<file path="config.mk">
export PLATFORM = sky130hd
export DESIGN_NAME = screen_seq_ctrl
export DESIGN_NICKNAME = d
export VERILOG_FILES = /design/src/rtl/screen_seq_ctrl.sv
export SDC_FILE = /design/constraint.sdc
export NUM_CORES = 1
export LEC_CHECK = 0
export CORE_ASPECT_RATIO = 1.4
export CORE_UTILIZATION = 40
export CTS_CLUSTER_SIZE = 28
export DETAILED_ROUTE_END_ITERATION = 7
export DONT_BUFFER_PORTS = 1
export SLEW_MARGIN = 5
export SYNTH_ARGS = -nofsm -noshare
export SYNTH_HDL_FRONTEND = slang
export SYNTH_SLANG_ARGS = --single-unit
</file>
<file path="constraint.sdc">
create_clock -name clk -period 1.85 [get_ports clk]
set_input_delay 0.2775 -clock clk [delete_from_list [all_inputs] [get_ports clk]]
set_output_delay 0.2775 -clock clk [all_outputs]
set_load 0.005 [all_outputs]
</file>
<file path="src/rtl/screen_seq_ctrl.sv">
// Frame-synchronous screen sequencer: start -> play -> win banner -> start, with saturating win tallies.
// Optional banner blink in win screens is enabled by defining SCREEN_SEQ_BLINK_EN.
module screen_seq_ctrl #(
  parameter int WIN_FRAMES   = 180,
  parameter int BLINK_FRAMES = 30
) (
  input  logic       clk,
  input  logic       rst,
  input  logic       vblnk,
  input  logic       start_btn,
  input  logic       p1_win,
  input  logic       p2_win,
  output logic [1:0] screen_sel,
  output logic       game_en,
  output logic [3:0] p1_score,
  output logic [3:0] p2_score,
  output logic       banner_on
);

  if (WIN_FRAMES < 1 || WIN_FRAMES > 4095) begin : g_bad_win_frames
    $error("WIN_FRAMES must be in 1..4095");
  end
  if (BLINK_FRAMES < 1 || BLINK_FRAMES > 255) begin : g_bad_blink_frames
    $error("BLINK_FRAMES must be in 1..255");
  end

  localparam logic [11:0] WIN_LAST = 12'(WIN_FRAMES - 1);

  // Encodings double as the overlay mux select.
  typedef enum logic [1:0] {
    S_START  = 2'd0,
    S_PLAY   = 2'd1,
    S_P1_WON = 2'd2,
    S_P2_WON = 2'd3
  } state_t;

  state_t      state, state_nxt;
  logic        vblnk_q, start_q;
  logic        frame_tick, start_pulse;
  logic        start_pend, skip_pend;
  logic [1:0]  win_pend;
  logic [11:0] frame_cnt;
  logic        in_win;

  assign frame_tick  = vblnk & ~vblnk_q;
  assign start_pulse = start_btn & ~start_q;
  assign in_win      = (state == S_P1_WON) || (state == S_P2_WON);

  // Only registered pending flags are consulted, so a request arriving on a tick waits one frame.
  always_comb begin
    state_nxt = state;
    if (frame_tick) begin
      case (state)
        S_START: if (start_pend) state_nxt = S_PLAY;
        S_PLAY: begin
          if (win_pend == 2'd1)      state_nxt = S_P1_WON;
          else if (win_pend == 2'd2) state_nxt = S_P2_WON;
        end
        default: if (skip_pend || frame_cnt == WIN_LAST) state_nxt = S_START;
      endcase
    end
  end

  always_ff @(posedge clk or posedge rst) begin
    if (rst) begin
      state      <= S_START;
      screen_sel <= 2'd0;
      game_en    <= 1'b0;
      p1_score   <= 4'd0;
      p2_score   <= 4'd0;
      vblnk_q    <= 1'b0;
      start_q    <= 1'b0;
      start_pend <= 1'b0;
      skip_pend  <= 1'b0;
      win_pend   <= 2'd0;
      frame_cnt  <= 12'd0;
    end else begin
      vblnk_q    <= vblnk;
      start_q    <= start_btn;
      state      <= state_nxt;
      screen_sel <= state_nxt;
      game_en    <= (state_nxt == S_PLAY);
      case (state)
        S_START: begin
          if (frame_tick && start_pend) start_pend <= 1'b0;
          else if (start_pulse)         start_pend <= 1'b1;
        end
        S_PLAY: begin
          if (frame_tick && win_pend != 2'd0) begin
            win_pend <= 2'd0;
            if (win_pend == 2'd1 && p1_score != 4'd15) p1_score <= p1_score + 4'd1;
            if (win_pend == 2'd2 && p2_score != 4'd15) p2_score <= p2_score + 4'd1;
          end else if (win_pend == 2'd0) begin
            if (p1_win)      win_pend <= 2'd1;
            else if (p2_win) win_pend <= 2'd2;
          end
        end
        default: begin
          // Clearing on exit leaves frame_cnt at zero for the next win entry.
          if (state_nxt != state) begin
            frame_cnt <= 12'd0;
            skip_pend <= 1'b0;
          end else begin
            if (frame_tick)  frame_cnt <= frame_cnt + 12'd1;
            if (start_pulse) skip_pend <= 1'b1;
          end
        end
      endcase
    end
  end

`ifdef SCREEN_SEQ_BLINK_EN
  logic [7:0] blink_cnt;

  always_ff @(posedge clk or posedge rst) begin
    if (rst) begin
      blink_cnt <= 8'd0;
      banner_on <= 1'b1;
    end else if (in_win && state_nxt == state) begin
      if (frame_tick) begin
        if (blink_cnt == 8'(BLINK_FRAMES - 1)) begin
          blink_cnt <= 8'd0;
          banner_on <= ~banner_on;
        end else begin
          blink_cnt <= blink_cnt + 8'd1;
        end
      end
    end else begin
      blink_cnt <= 8'd0;
      banner_on <= 1'b1;
    end
  end
`else
  logic unused_in_win;
  assign unused_in_win = in_win;
  assign banner_on     = 1'b1;
`endif

endmodule

</file>
# Yosys cells after proc, flatten, opt, wreduce, memory -nomap -nowiden
# Index checks and enable logic that the tools add are counted.
# classes
n_addsub	3
n_eq_ne	8
mux	15
n_bitwise	5
n_reduce_logical	20
# op_table
op	count
$mux 12	2
$mux 2	9
$add 12x1->12 const B	1
$eq 12x8->1 const B	1
$reduce_bool 2->1	5
$reduce_and 3->1	3
$add 4x1->4 const B	2
$ne 4x4->1 const B	2
$eq 2x1->1 const B	3
$reduce_and 2->1	3
$logic_and 1x1->1	4
$logic_not 2->1	2
$pmux 2 s2	1
$mux 1	3
$not 1->1	3
$reduce_bool 3->1	1
$and 1x1->1	2
$eq 2x2->1 const B	1
$ne 2x2->1	1
$reduce_or 2->1	1
$logic_or 1x1->1	1
# totals
reg_bits	29
in_bits	6
out_inout_bits	12
word_cells	61

# Logic depth before layout (Yosys ltp)
# logic_depth
ltp_word	8
depth_mapped	6
ltp_nobuf	5

# Worst setup path after synthesis
# OpenSTA, ideal clock, no wires.
# synth_path
path_kind	register -> register
start	register frame_cnt[0]
end	register frame_cnt[9]
setup_ns	0.083
arrival_ns	1.593
t_required_ns	1.767
slack_ns	0.174
stages_incl_launch_ff	6
path_buffers	0
synth_period_minus_slack_ns	1.676
path_cell_list	dfrtp_1 > ha_1 > nor4b_1 > a31o_2 > or4_1 > o21ai_0
# synth_between
elab_chain_cells	8
word_cells_on_any_way	11
cone_classes	1 x add/sub; 2 x eq/ne; 5 x mux; 3 x reduce/logical
# synth_lines
element	line_no	rtl
start: declaration	42	logic [11:0] frame_cnt;
start signal: assignment	104	if (frame_tick) frame_cnt <= frame_cnt + 12'd1;
$eq 12x8->1	59	default: if (skip_pend || frame_cnt == WIN_LAST) state_nxt = S_START;
$logic_or 1x1->1	59	
$mux 2	59	
$pmux 2 s2	53	case (state)
$mux 2	52	if (frame_tick) begin
$ne 2x2->1	100	if (state_nxt != state) begin
$reduce_bool 2->1 (no line)	--	
$reduce_and 2->1 (no line)	--	
# Parallel ways exist; a longest one is shown, timed or not. The select of a mux whose other input is x is not followed.
# A chain may end at the register's enable or synchronous reset.

# Worst setup path in the final report
# layout_path
start	register frame_cnt[1]
end	register frame_cnt[9]
# The elaborated chain is that of the path after synthesis.

==> flow_summary.ini <==
[clocking]
clk_pin_slew_worst_paths_ps = 60
clk_latency_ps = 280
cts-root-buf = clkbuf_8
cts_sinks = 29
cts_tree = built
clockBufferDepth = 2
numCtsBuffers = 5
cts.htree.levels = 2

[hold_path]
hp-start = start_btn
min_path_cells = 0
hp-class = input pin to register
min_delay_worst_endpoint = start_q

[grt]
grt_pass1_wl_mm = 4.809
first_global_vias = 1058
grt.total_usage_pct = 17.05
gr-total-overflow = 0
antenna_found_initial = 0
grt_max_degree = 30

[yosys]
ys.warnings.count = 0
synth.top_cell.area_share_pct = 48.41
synth_ff_type = dfrtp_1
syn_area_per_cell_um2 = 10.56
synthArstFlopShare_pct = 100.0
synth_edf_count = 0
syn_nets = 151
synth_cell_type_count = 46
syn_inst = 142
yosysMostFrequentCell = dfrtp_1
yosys-top-cells-area = dfrtp_1 48%, nand2_1 4.5%, a31oi_1 2.9%, nand3_1 2.7%, ha_1 2.5%
synthTopCellsByCount = 29 x dfrtp_1, 18 x nand2_1, 8 x nand3_1, 7 x a31oi_1
syn-cell-area_um2 = 1499
ys_ff_latch = 29
synth_sequential_area_ratio_pct = 48.41
yosys.area.top_type = dfrtp_1

[critical_path]
cp-end-kind = register
setup.worst_path.start = frame_cnt[1]
rr_startpoint = frame_cnt[1]
critical_path_class = register to register
reg2reg_setup_slack_ps = 60
cp.arrival_ps = 1990
start_kind = register
r2r_cells = 6
worstReg2RegEnd = frame_cnt[9]
path_max_fanout = 6
required_ps = 2050

[floorplan]
die_h_um = 74.43
die_area_um2 = 4000
io_pins = 18
die_w_um = 53.74
start_util_pct = 43.17
rows = 25
core_um2 = 3472

[final_layout]
area_growth_pct = 12.19
regArea_um2 = 725.7
multi_input_comb_area_um2 = 726.9
drive_above_1_share_pct = 17.76
num-nets-final = 161
nFillCells = 320
final_util_pct = 48.43
diodes = 0

[sta]
worst_slew_pin_slew_ps = 585.8
final-hold-violation-count = 0
slew_headroom_pct = 60.59
finalCriticalPeriod_ps = 1791
setup_viol = 0
period_share_pct = 96.79
max_freq_ghz = 0.5584
rsz0062_at_grt = yes
drv_slew = 0
fin_worst_skew_ps = 7.004
finalSetupTns_ps = 0

[place]
gp_congestion = 0.7551
dp_hpwl_mm = 2.041
io_buffers = 0

[drt]
dr.first_iter.drc_count = 29
drc = 0
routed_wl_mm = 2.912
via_per_inst = 5.792
vias = 1112
ant_nets = 0
dr.pass1.iters = 4
wire_per_inst_um = 15.17

[power]
vdd_ir_drop_max_v = 0.0008886
p_leak_nw = 0.7305
power_density_nw_per_um2 = 1347

[status]
status = finished, final reports clean

[flow_run]
maxCapViolations = 0
worst max path at each step:
stage | to | slack [ps]
after floorplan | frame_cnt[9] | 170
after global placement | frame_cnt[9] | 60
after detailed placement | frame_cnt[9] | 20
after CTS | frame_cnt[9] | 20
after global routing | frame_cnt[9] | -30
final | frame_cnt[9] | 60
metal layers:
layer / global-route usage, % / wire (µm) / share of wire, % / vias up
li1: - / - / - / 539
met1: 20.95 / 1254 / 43 / 543
met2: 25.38 / 1473 / 51 / 22
met3: 6.544 / 106 / 3.6 / 8
met4: 9.064 / 78 / 2.7 / 0
met5: 0 / 0 / 0 / -
power breakdown:
part           internal [W]  switching [W]  total (W)  leakage, nW
sequential         0.000816       0.000230    0.00105        0.365
clock              0.000294       0.000226   0.000521       0.0443
combinational      0.000325       0.000374   0.000699        0.321
kinds of logic after synthesis:
kind of cell,after synthesis,synth area share (%)
compound gates,32,15.53
buf+inv,12,3.923
simple gates,55,23.12
other cells,1,0.2502
xor+xnor,7,4.090
mux,3,2.170
flops,29,48.41
fa+ha+maj,3,2.504
through the flow:
step                std cells  worst slack, ps  hold WS, ps  power [W]  cell area, µm²
global route              192           -33.06        11.26   0.002425            1682
floorplan                 142            174.3        308.9   0.001510            1499
finish                    192            59.29        21.58   0.002266            1682
global placement          183            56.02        261.8   0.001697            1565
CTS                       191            17.84        14.84   0.002254            1662
detailed placement        183            21.81        266.3   0.001726            1565
worst max-delay path: stages (launching register included):
cell     delay (ps)
dfrtp_1         420
ha_4            190
nor4b_1         140
buf_4           150
a31o_2          280
or4_1           460
o21ai_0          80
final cells by class:
cell class / instances / share of cell area, %
flip-flops and latches: 29 / 43.15
clock buffers: 7 / 5.134
well taps: 40 / 2.976
multi-input cells: 101 / 43.23
repair buffers: 9 / 4.167
inverters: 6 / 1.339
registers in the layout, summed over array words and instances (netlist names):
register,flops
p2_score,4
vblnk_q,1
win_pend,2
p1_score,4
skip_pend,1
start_pend,1
state,2
game_en,1
start_q,1
frame_cnt,12
timing repair:
| item | CTS | global route |
|---|---|---|
| hold buffers | 1 | 0 |
| resized for setup | 0 | 2 |
| setup buffers | 0 | 1 |
| setup endpoints to repair | 0 | 3 |
| endpoints found under the hold margin | 29 | 0 |
layout by cell type (no fill, tap or decap), types with 3 or more instances in the layout:
master    count
nor2_1        5
xnor2_1       4
nand2_1      18
xor2_1        3
nand2b_1      3
clkbuf_8      6
a31oi_1       7
o21ai_0       6
nand3_1       8
a21oi_1       6
dfrtp_1      29
inv_1         6
buf_4         8
nand4_1       4
Power figures use the tool's default switching activity.
==> patch 1: new RTL, same settings <==
One comparison of `frame_cnt` changes from == to >=.
--- a/src/rtl/screen_seq_ctrl.sv
+++ b/src/rtl/screen_seq_ctrl.sv
@@ -58,3 +58,3 @@
         end
-        default: if (skip_pend || frame_cnt == WIN_LAST) state_nxt = S_START;
+        default: if (skip_pend || frame_cnt >= WIN_LAST) state_nxt = S_START;
       endcase
Check against the original RTL: same outputs for any inputs over 10 cycles, from zero or initial values and one cycle with rst high; that may be too few to reach the edited logic, so the function may still have changed.
==> patch 1 against the original RTL <==
Via count decreased by 16%. Total power decreased by 4.9%. Synthesized cell count decreased by 14%. Area after synthesis decreased by 10%. Cell area decreased by 8.3%. Core utilization increased by 0.46 points. Routed wire length decreased by 16%. Worst setup slack improved by 0.080 ns. Sequential cell count unchanged. Global-route usage decreased by 0.49 points. Final cell count decreased by 11%. Critical path type unchanged. Highest routed layer unchanged.
==> patch 1: results <==
{
  "netlist_instances": 122,
  "synth_cell_type_count": 39,
  "peakVddDrop_mv": 0.738,
  "place_congestion": 0.831,
  "grtUsageMet2_pct": 26.2,
  "synth_mux_area_share_pct": 2.51,
  "first_pass_iters": 4,
  "synthTopCellsByArea": "dfrtp_1 (54%), xnor2_1 (3.3%), nand2_1 (3.1%)",
  "run_status": "complete, no violations",
  "synth_xor_area_share_pct": 4.55,
  "grt_pass1_vias": 904,
  "cellLeakagePower_nw": 0.685,
  "insertedDiodeCount": 0,
  "grt_use_total_pct": 16.6,
  "dr.first_iter.drc_count": 30,
  "reg_top3": "frame_cnt x12, p1_score x4, p2_score x4",
  "crit_fanout": 9,
  "grt_pass1_wl_microns": 4240,
  "met3_usage_pct": 5.81,
  "synth_compound_area_share_pct": 12.3,
  "placed_cells": 162,
  "skew_ns": 0.00467,
  "numCtsBuffers": 5,
  "cp_top_family": "simple AND/OR/NAND/NOR gates",
  "wl_met2_microns": 1250,
  "critPathMaxStageDelay_ns": 0.54,
  "wl_met3_microns": 85,
  "seq_area_frac_synth_pct": 53.9,
  "htreeDepth": 2,
  "synthTopCellsByCount": "dfrtp_1 (29), nand2_1 (11), nor2_1 (9)",
  "wl_met1_microns": 1040,
  "totalWireLength_microns": 2440,
  "vias_per_cell": 5.46,
  "syn_nets": 131,
  "cts_hold_buf": 1,
  "crit_arrival_ns": 1.92,
  "cts.repair.resized": 0,
  "vias": 933,
  "num-nets-final": 140,
  "antenna_found_initial": 0,
  "place_area_sq_mm": 0.00141,
  "synthArstFlopShare_pct": 100,
  "place_hpwl_microns": 1750,
  "clk_latency_ns": 0.29,
  "grt_start_max_net_pins": 30,
  "synth_adder_area_share_pct": 2.79,
  "drive_gt1_share_pct": 15.2,
  "p_sw_mw": 0.717,
  "met1_usage_pct": 18.5
}
## patch 1: changes by cell type in the layout (fill, tap and decap cells not counted), sizes merged, moves of 3 or more
cell	unedited run	this run
buf	8	5
a22o	0	4
nand3	9	1
and2	1	5
inv	6	2
nor2b	0	3
nor2	5	9
nand2	19	11
a31oi	8	1
## patch 1: stage by stage
step	total power, mW	hold slack [ns]	setup WS (ns)
2_1_floorplan	1.33	0.309	0.206
3_3_place_gp	1.46	0.260	0.0851
3_5_place_dp	1.49	0.257	0.0580
4_1_cts	2.18	0.00543	0.0457
5_1_grt	2.29	0.00331	0.0135
6_report	2.15	0.0134	0.139
## patch 1: cell type report
class                           instances  area [sq um]
Fill cell                             296          1610
Sequential cell                        29           726
Multi-Input combinational cell         86           593
Clock buffer                            5          68.8
Tap cell                               39          48.8
Timing Repair Buffer                    6          47.5
Clock inverter                          3          46.3
Inverter                                3          11.3
## patch 1: power by group through the flow
stage | Clock [mW] | Combinational, mW | Sequential [mW]
CTS | 0.691 | 0.499 | 0.987
finish | 0.672 | 0.493 | 0.989
floorplan | 0 | 0.401 | 0.933
detailed placement | 0 | 0.495 | 0.999
global route | 0.710 | 0.560 | 1.02
global placement | 0 | 0.473 | 0.990
## patch 1: path summary, 6_finish.rpt
path / startpoint / end / slack, ns / cells after the start
hold reg to reg: frame_cnt[10] / frame_cnt[10] / 0.49 / 1
max in group asynchronous: rst / vblnk_q / 1.09 / 3
min in group asynchronous: rst / p2_score[2] / 0.50 / 3
setup reg to reg: state[1] / frame_cnt[4] / 0.14 / 4
setup / recovery: state[1] / frame_cnt[4] / 0.14 / 4
hold / removal: vblnk / vblnk_q / 0.01 / 0
==> patch 2: new RTL, same flow settings <==
Without the edit above. The option `SCREEN_SEQ_BLINK_EN` is turned on by a define.
--- a/src/rtl/screen_seq_ctrl.sv
+++ b/src/rtl/screen_seq_ctrl.sv
@@ -2,2 +2,4 @@
 // Optional banner blink in win screens is enabled by defining SCREEN_SEQ_BLINK_EN.
+`define SCREEN_SEQ_BLINK_EN
+
 module screen_seq_ctrl #(
Formal check against the unedited RTL: same outputs for any inputs over 10 cycles, from zero or initial values and one cycle with rst high; that may be too few to reach the edited logic, so the function may still have changed.
==> patch 2 against the original RTL <==
The flow now finishes with violations (hold timing). Area after synthesis up 39%. Routed wire length up 50%. First-iteration DRC count up 52%. Cell area up 45%. Sequential cell count up 9. Total power up 34%. Worst setup slack better by 0.028 ns. Core utilization up 1.0 points. Critical path depth down 1. Critical endpoint is now blink_cnt[1]. Largest cell class unchanged.
==> patch 2: results <==
{
  "run_status": "complete, but fails checks",
  "violations": "hold timing",
  "place_area_sq_mm": 0.00226,
  "seq_area_frac_synth_pct": 45.6,
  "critPathMaxStageDelay_ns": 0.48,
  "synthTopCellsByArea": "dfrtp_1 (44%), nand2_1 (4.7%), xnor2_1 (4.2%)",
  "vias_per_cell": 5.49,
  "slowest_stage": "or4_4",
  "multi_input_area_sq_mm": 0.00106,
  "hp-class": "in2async",
  "drive_gt1_share_pct": 21.8,
  "synth_cell_type_count": 55,
  "cp_top_family": "simple AND/OR/NAND/NOR gates",
  "peakVddDrop_mv": 0.943,
  "cellLeakagePower_nw": 1.03,
  "totalWireLength_microns": 4370,
  "syn_nets": 216,
  "grt_use_total_pct": 18.2,
  "dr.first_iter.drc_count": 44,
  "instances_no_fill": 293,
  "highest_layer": "met4",
  "cts_setup_buffers": 0,
  "place_ws_ns": 0.0626,
  "clkTransAtPathRegs_ns": 0.08,
  "wl_met3_microns": 112,
  "internal_power_mw": 1.98,
  "crit_fanout": 8,
  "synthTopCellsByCount": "dfrtp_1 (37), nand2_1 (26), nor2_1 (16)",
  "period_share_pct": 95.3,
  "n_fill_cell": 456,
  "met3_usage_pct": 3.27,
  "clk_path_buf_depth": 2,
  "portBuffers": 0,
  "hold_ws_ns": -0.0204,
  "synthArstFlopShare_pct": 100,
  "wl_met2_microns": 2310,
  "grt_start_max_net_pins": 39,
  "place_congestion": 0.773,
  "grtUsageMet2_pct": 32.8,
  "relSlewSlack_pct": 61.2,
  "netlist_instances": 205,
  "met1_usage_pct": 21.1,
  "final_hold_viol_count": 37,
  "wl_met1_microns": 1880,
  "num-nets-final": 239,
  "reg_top3": "frame_cnt x12, blink_cnt x8",
  "grt_pass1_wl_microns": 7710,
  "skew_ns": 0.00379,
  "place_hpwl_microns": 3060,
  "grt_pass1_vias": 1592,
  "placed_cells": 283
}
-- patch 2: changes by cell type after synthesis, moves of 4 or more --
cell	delta
nand3b_1	+6
nor3_1	+4
o21ai_0	+5
nor2_1	+11
dfrtp_1	+8
xnor2_1	+6
a31oi_1	-4
inv_1	+4
nand2_1	+8
-- patch 2: logic make-up (layout without fill, tap and decap cells) --
family / Yosys count / in the layout / share of synthesized area [%]
and+or+nand+nor: 87 / 87 / 24.3
AOI/OAI and AO/OA: 44 / 44 / 16.0
DFF: 38 / 38 / 45.6
buffers and inverters: 15 / 39 / 4.07
xor gates and xnor gates: 12 / 12 / 5.03
adders and majority gates: 5 / 5 / 2.99
muxes: 4 / 4 / 2.04
-- patch 2: final timing paths --
| kind | cells past startpoint | to | slack [ns] | start |
|---|---|---|---|---|
| max in group asynchronous | 2 | banner_on | 1.51 | rst |
| worst max register to register | 5 | blink_cnt[1] | 0.09 | frame_cnt[0] |
| worst max-delay path | 5 | blink_cnt[1] | 0.09 | frame_cnt[0] |
| min in group clk | 2 | win_pend[1] | 0.13 | p2_win |
| worst min register to register | 1 | start_pend | 0.51 | start_pend |
| worst min-delay path | 2 | p1_score[3] | -0.02 | rst |
-- patch 2: final cells by class --
type	count	area share [%]
inverter	10	1.54
multi-input combinational	152	43.7
clock buffer	5	2.83
tap	64	3.29
sequential	38	39.1
timing repair buffer	21	6.69
clock inverter	3	2.83
-- patch 2: power groups by stage --
stage               logic, mW  clock network, mW  registers [mW]
global placement        0.946                  0            1.22
floorplan               0.651                  0            1.22
global route             1.09              0.914            1.23
finish                  0.964              0.868            1.20
CTS                     0.965              0.880            1.21
detailed placement      0.952                  0            1.22
-- patch 2: timing repair --
item,4_1_cts,5_1_grt
resized for setup,0,3
hold buffers,2,0
endpoints found under the hold margin,2,0
setup endpoints to repair,0,2
